File: config.mk
export PLATFORM = sky130hd
export DESIGN_NAME = gate_test_sequencer
export DESIGN_NICKNAME = d
export VERILOG_FILES = /design/src/rtl/gate_test_sequencer.sv
export SDC_FILE = /design/constraint.sdc
export NUM_CORES = 1
export LEC_CHECK = 0
export BUFFER_PORTS_ARGS = -buffer_cell sky130_fd_sc_hd__buf_2
export CAP_MARGIN = 25
export CORE_ASPECT_RATIO = 1.1
export CORE_MARGIN = 8
export CORE_UTILIZATION = 45
export CTS_CLUSTER_SIZE = 10
export DETAILED_ROUTE_END_ITERATION = 8
export HOLD_SLACK_MARGIN = 0.05
export PLACE_DENSITY = 0.66
export REMOVE_ABC_BUFFERS = 1
export SLEW_MARGIN = 25
export SYNTH_ARGS = -nofsm -noshare
export SYNTH_HDL_FRONTEND = slang
export SYNTH_SLANG_ARGS = --single-unit
File: constraint.sdc
create_clock -name clk -period 4.67 [get_ports clk]
set_input_delay 0.2335 -clock clk [delete_from_list [all_inputs] [get_ports clk]]
set_output_delay 0.2335 -clock clk [all_outputs]
set_load 0.02 [all_outputs]
File: src/rtl/gate_test_sequencer.sv
`default_nettype none
// ============================================================================
// Module      : gate_test_sequencer
// Description : Drives a 2-input gate through its four input vectors, samples
//               the gate output after a programmable settle time and checks it
//               against the golden truth table of the selected function.
//               Reports pass/fail, a mismatch count and a per-vector map.
// Revision    : 1.0 - initial release
// ============================================================================
module gate_test_sequencer #(
  parameter int unsigned SETTLE_CYCLES = 2,
  parameter int unsigned CNT_W         = 4
) (
  input  logic       clk,
  input  logic       rst,
  input  logic       start,
  input  logic [2:0] op_sel,
  output logic       gate_a,
  output logic       gate_b,
  input  logic       gate_y,
  output logic       busy,
  output logic       done,
  output logic       pass,
  output logic [2:0] err_count,
  output logic [3:0] err_map
);

  // Last counter value of the settle window; APPLY leaves when it is reached.
  localparam logic [CNT_W-1:0] SETTLE_LAST = CNT_W'(SETTLE_CYCLES - 1);

  typedef enum logic [1:0] {
    S_IDLE  = 2'd0,
    S_APPLY = 2'd1,
    S_CHECK = 2'd2,
    S_DONE  = 2'd3
  } state_t;

  state_t           state_q, state_d;
  logic [2:0]       op_q, op_d;
  logic [1:0]       idx_q, idx_d;
  logic [CNT_W-1:0] cnt_q, cnt_d;
  logic             gate_a_q, gate_a_d;
  logic             gate_b_q, gate_b_d;
  logic             busy_q, busy_d;
  logic             done_q, done_d;
  logic             pass_q, pass_d;
  logic [2:0]       err_count_q, err_count_d;
  logic [3:0]       err_map_q, err_map_d;
  logic             mismatch;

  // Golden truth table; codes 6/7 never reach CHECK so their value is unused.
  function automatic logic golden(input logic [2:0] op, input logic a, input logic b);
    logic r;
    r = 1'b0;
    case (op)
      3'd0:    r = a & b;
      3'd1:    r = a | b;
      3'd2:    r = ~(a & b);
      3'd3:    r = ~(a | b);
      3'd4:    r = a ^ b;
      3'd5:    r = ~(a ^ b);
      default: r = 1'b0;
    endcase
    return r;
  endfunction

  // State register and all registered outputs.
  always_ff @(posedge clk or posedge rst) begin
    if (rst) begin
      state_q     <= S_IDLE;
      op_q        <= 3'd0;
      idx_q       <= 2'd0;
      cnt_q       <= '0;
      gate_a_q    <= 1'b0;
      gate_b_q    <= 1'b0;
      busy_q      <= 1'b0;
      done_q      <= 1'b0;
      pass_q      <= 1'b0;
      err_count_q <= 3'd0;
      err_map_q   <= 4'd0;
    end else begin
      state_q     <= state_d;
      op_q        <= op_d;
      idx_q       <= idx_d;
      cnt_q       <= cnt_d;
      gate_a_q    <= gate_a_d;
      gate_b_q    <= gate_b_d;
      busy_q      <= busy_d;
      done_q      <= done_d;
      pass_q      <= pass_d;
      err_count_q <= err_count_d;
      err_map_q   <= err_map_d;
    end
  end

  // Next-state logic: sweep the four vectors, settle, sample, accumulate.
  always_comb begin
    state_d     = state_q;
    op_d        = op_q;
    idx_d       = idx_q;
    cnt_d       = cnt_q;
    gate_a_d    = gate_a_q;
    gate_b_d    = gate_b_q;
    busy_d      = busy_q;
    done_d      = 1'b0;
    pass_d      = pass_q;
    err_count_d = err_count_q;
    err_map_d   = err_map_q;
    mismatch    = 1'b0;

    case (state_q)
      S_IDLE: begin
        if (start) begin
          op_d        = op_sel;
          err_count_d = 3'd0;
          err_map_d   = 4'd0;
          pass_d      = 1'b0;
          idx_d       = 2'd0;
          cnt_d       = '0;
          gate_a_d    = 1'b0;
          gate_b_d    = 1'b0;
          busy_d      = 1'b1;
          state_d     = S_APPLY;
        end
      end

      S_APPLY: begin
        if (op_q > 3'd5) begin
          // Unsupported function: every vector is reported as failing.
          err_map_d   = 4'hF;
          err_count_d = 3'd4;
          pass_d      = 1'b0;
          done_d      = 1'b1;
          state_d     = S_DONE;
        end else if (cnt_q == SETTLE_LAST) begin
          cnt_d   = '0;
          state_d = S_CHECK;
        end else begin
          cnt_d = cnt_q + 1'b1;
        end
      end

      S_CHECK: begin
        mismatch = (gate_y != golden(op_q, gate_a_q, gate_b_q));
        if (mismatch) begin
          err_map_d[idx_q] = 1'b1;
          err_count_d      = err_count_q + 3'd1;
        end
        if (idx_q == 2'd3) begin
          // Pass reflects the count including this final sample.
          pass_d  = (err_count_d == 3'd0);
          done_d  = 1'b1;
          state_d = S_DONE;
        end else begin
          idx_d    = idx_q + 2'd1;
          gate_a_d = idx_d[1];
          gate_b_d = idx_d[0];
          state_d  = S_APPLY;
        end
      end

      S_DONE: begin
        busy_d  = 1'b0;
        state_d = S_IDLE;
      end

      default: state_d = S_IDLE;
    endcase
  end

  assign gate_a    = gate_a_q;
  assign gate_b    = gate_b_q;
  assign busy      = busy_q;
  assign done      = done_q;
  assign pass      = pass_q;
  assign err_count = err_count_q;
  assign err_map   = err_map_q;

endmodule
`default_nettype wire
# After elaboration in Yosys (flattened, before gate mapping)
# Index checks and enable logic that the tools add are counted.
[totals] ff_bits=23 inputBits=7 out_inout_bits=12 elab_cells=95
[op_classes] n_eq_ne=18 n_reduce_logical=16 magnitude_cmp=3 n_bitwise=7 mux=37 n_addsub=3
[ops] cell="$mux W4" n=5
[ops] cell="$mux W2" n=6
[ops] cell="$mux W3" n=4
[ops] cell="$ne A2 B2 Y1 const B" n=6
[ops] cell="$pmux W4 S3" n=1
[ops] cell="$mux W1" n=10
[ops] cell="$pmux W3 S3" n=1
[ops] cell="$reduce_and A3 Y1" n=3
[ops] cell="$pmux W1 S2" n=4
[ops] cell="$pmux W2 S4" n=1
[ops] cell="$pmux W4 S2" n=1
[ops] cell="$reduce_and A4 Y1" n=2
[ops] cell="$eq A2 B2 Y1 const B" n=3
[ops] cell="$eq A3 B2 Y1 const B" n=2
[ops] cell="$eq A3 B3 Y1 const B" n=2
[ops] cell="$logic_not A3 Y1" n=2
[ops] cell="$pmux W1 S6" n=1
[ops] cell="$reduce_and A2 Y1" n=3
[ops] cell="$reduce_bool A2 Y1" n=3
[ops] cell="$add A4 B1 Y4 const B" n=1
[ops] cell="$eq A4 B1 Y1 const B" n=1
[ops] cell="$or A4 B4 Y4" n=1
[ops] cell="$pmux W2 S2" n=1
[ops] cell="$add A3 B1 Y3 const B" n=1
[ops] cell="17 further kinds" n=19

# Depth between registers and ports, before layout
[logic_depth] depth_word=10 depth_mapped=8 depth_no_buf=7

# Worst setup path before layout
# OpenSTA, ideal clock, no wires.
[synth_timing] path_kind="reg-to-reg" from="register idx_q[1]" to="register err_map_q[1], in the netlist err_map[1]" setup_slack_ns=2.441 t_arrival_ns=2.152 setup_ns=0.078 path_stages_with_launch=8 path_buffers=0 required_time_ns=4.592 period_less_slack_ns=2.229 cell_sequence="dfrtp_1 > inv_1 > ha_1 > xor2_1 > a222oi_1 > xnor2_1 > o221ai_1 > a21oi_1"
[synth_between] elab_chain_len=7 word_cells_on_any_way=8 classes_between="order compare (2); mux (4); bitwise (1); reduce/logical (1)"
[synth_rtl] element="start: declaration" line="40" text="logic [1:0] idx_q, idx_d;"
[synth_rtl] element="start signal: assignment" line="84" text="idx_q <= idx_d;"
[synth_rtl] element="$lt A2 B3 Y1 (not written as such) or $ge A2 B1 Y1 (tied branches)" line="146" text="err_map_d[idx_q] = 1'b1;"
[synth_rtl] element="$logic_and A1 B1 Y1 (not written as such)" line="146"
[synth_rtl] element="$mux W1 (not written as such)" line="146"
[synth_rtl] element="$demux W1 S2 *" line="146"
[synth_rtl] element="$or A4 B4 Y4 (no line) *"
[synth_rtl] element="$mux W4 *" line="145" text="if (mismatch) begin"
[synth_rtl] element="$pmux W4 S3 *" line="111" text="case (state_q)"
[synth_rtl] element="end signal: assignment" line="92" text="err_map_q <= err_map_d;"
[synth_rtl] element="end: declaration" line="48" text="logic [3:0] err_map_q, err_map_d;"
# Mark *: on every way between the ends. The rest lies on a longest branch, timed or not. The select of a mux whose other input is x is not followed.
# A chain may end at the register's enable or synchronous reset.

# Final worst setup path
[layout_timing] from="register idx_q[1]" to="register err_map_q[2], in the netlist err_map[2]"
# The elaborated chain is that of the path after synthesis.

==> results.cfg <==
[status]
status = finished, final reports clean

[layout]
final_core_util_pct = 52.0
area_delta_synth_final_pct = 11.9
drive_gt1_share_pct = 15.8
diodes = 0
finalNetCount = 177
fill_cells = 259

[clocking]
cts_hold_buf = 0
cts.path.max_buffers = 2
post_cts_resized = 0
clkTransAtPathRegs_ns = 0.13
cts.sinks = 21
cts_setup_buffers = 0
cts-root-buf = clkbuf_4
cts_inserted_buffers = 3
insertion_delay_ns = 0.31
cts_tree = done
htreeDepth = 1

[floorplan]
core_um2 = 2730
dieArea_um2 = 4770
io_pins = 19
die-width_um = 66.6
std_cell_rows = 20
die_y_um = 71.7
start_util_pct = 46.5

[worst_setup_path]
path_cells = inv_1 -> ha_1 -> xor2_1 -> a222oi_1 -> xnor2_1 -> o221ai_1 -> a21oi_1
crit_type = flop to flop
crit_fanout = 8
startpoint_type = flop
endpoint_kind = flop
cp_data_required_time_ns = 4.92
slowest_delay_ns = 0.57
cp.arrival_ns = 2.73
cpMaxStageDelayCell = a222oi_1
timing.reg2reg.setup_slack_ns = 2.19

[detailed_routing]
met3_length_um = 104
wl_met2_um = 1280
drt-met1-wl_um = 1310
antenna_left = 0
dr.first_iter.drc_count = 58
wl_per_cell_um = 14.3
first_pass_iters = 4
drt-total-wl_um = 2740
vias = 1040
highest_layer = met4
drc = 0
viasPerCell = 5.45

[power_and_ir_drop]
power.density_nw_per_um2 = 717
leakagePower_uw = 0.000681
peakVddDrop_mv = 0.371

[sta]
report.final.slew_viol_count = 0
fmax_mhz = 402
setup_slack_ns = 2.19
grt_setup_unrepaired = false
final_hold_viol_count = 0
fin_crit_sh_pct = 53.2
tightest_slew_ns = 0.836
finalSetupViolCount = 0
fin_crit_ns = 2.49
slew_headroom_pct = 44.2
tns_ns = 0
finClkSkew_ns = 0.00131

[global_routing]
grt_pass1_vias = 1028
grt_pass1_wl_um = 4740
grt_overflow_total = 0
grt_max_degree = 22
grt.total_usage_pct = 12.4
antenna_found_initial = 0

[synth]
syn_area_per_cell_um2 = 9.18
ys_ff_latch = 21
synth-seq-area-share_pct = 41.5
syn_inst = 138
synthArstFlopShare_pct = 100
ys_types = 31
ys.flop_type = dfrtp_1
yosys_warnings = 0
yosysTopAreaCell = dfrtp_1
yosysTopAreaCellShare_pct = 41.5
syn_area_um2 = 1270
synth_edf_count = 0
synth_area_leaders = dfrtp_1 41%, ha_1 11%, a21oi_1 5.1%

[place]
dp_hpwl_um = 2060
pre_cts_ws_ns = 2.28
port_buffers = 18
place_congestion = 0.761

[run]
cap_viol_max_count = 0

[min_path]
hold_class = input pin to async pin
==> area by class of cell <==
cell class	count	area (um2)	area share, %
Inverter	15	56.3	3.97
Clock inverter	1	5.00	0.353
Sequential cell	21	526	37.0
Clock buffer	3	22.5	1.59
Timing Repair Buffer	18	90.1	6.35
Multi-Input combinational cell	100	678	47.8
Tap cell	33	41.3	2.91
==> cell usage after synthesis, types with 3 or more instances <==
master and instances:
xor2_1 4, nor2b_1 3, o21ai_0 12, ha_1 11, dfrtp_1 21, inv_1 15
nor3_1 3, o221ai_1 3, nand3_1 4, mux2_2 3, a21oi_1 13, nor2_1 6
nand2_1 13
==> critical path: cells and delay by family, from the launching register on <==
| kind | cells | cell delay (ns) |
|---|---|---|
| flip-flops | 1 | 0.45 |
| AO/OA/AOI/OAI | 3 | 0.99 |
| XOR/XNOR | 2 | 0.54 |
| adder cells (fa/ha/maj) | 1 | 0.33 |
| buffers and inverters | 1 | 0.09 |
==> layer usage <==
metal,vias to the layer above,GRT usage [%]
li1,527,-
met1,494,16.2
met4,0,4.99
met3,5,2.34
met5,-,0
met2,14,19.3
==> through the flow <==
step,hold WS [ns],cells,area (um2),power [uW]
floorplan,0.210,136,1260,771
global placement,0.421,187,1390,903
detailed placement,0.444,187,1390,924
CTS,0.100,191,1420,1020
global route,0.142,191,1420,1120
finish,0.0606,191,1420,1020
==> state kept, by name (all words and copies together) (netlist names) <==
name	count
cnt_q	4
idx_q	2
err_map	4
state_q	2
done	1
busy	1
err_count	3
op_q	3
pass	1
==> power breakdown <==
part	leakage [uW]	internal [uW]	switching, uW
Combinational	0.000391	238	368
Sequential	0.000272	248	70.0
Clock	0.0000177	32.1	61.7
Total	0.000681	519	499
==> cell families (layout without fill, tap and decap cells) <==
group,Yosys count,in the layout,share of synthesized area (%)
xor gates and xnor gates,6,6,4.15
DFF,21,21,41.5
AOI/OAI and AO/OA,44,44,21.7
buffers and inverters,17,37,5.03
adders and majority gates,11,11,10.9
and+or+nand+nor,34,34,12.5
muxes,5,5,4.24
==> placed cells by master, fill, tap and decap left out, drive strengths merged, types with 2 or more instances in the layout <==
| cell type | count |
|---|---|
| nand3 | 4 |
| a22oi | 2 |
| o221ai | 3 |
| buf | 18 |
| nor2b | 3 |
| nand2 | 13 |
| o211ai | 2 |
| a21oi | 13 |
| o31ai | 2 |
| nor2 | 6 |
| xor2 | 4 |
| o21ai | 12 |
| a21o | 2 |
| clkbuf | 3 |
| inv | 15 |
| ha | 11 |
| mux2 | 3 |
| nor3 | 3 |
| nand2b | 2 |
| a21boi | 2 |
| dfrtp | 21 |
| mux2i | 2 |
| xnor2 | 2 |
==> worst paths after layout <==
| check | from | endpoint | cells after the start |
|---|---|---|---|
| max | idx_q[1] | err_map[2] | 7 |
| min reg2reg | cnt_q[3] | cnt_q[3] | 1 |
| max reg2reg | idx_q[1] | err_map[2] | 7 |
| min in group clk | op_sel[0] | op_q[0] | 2 |
| min | rst | cnt_q[3] | 2 |
| max in group asynchronous | rst | err_count[0] | 2 |
Note: power is estimated with default switching activity, not from simulation.
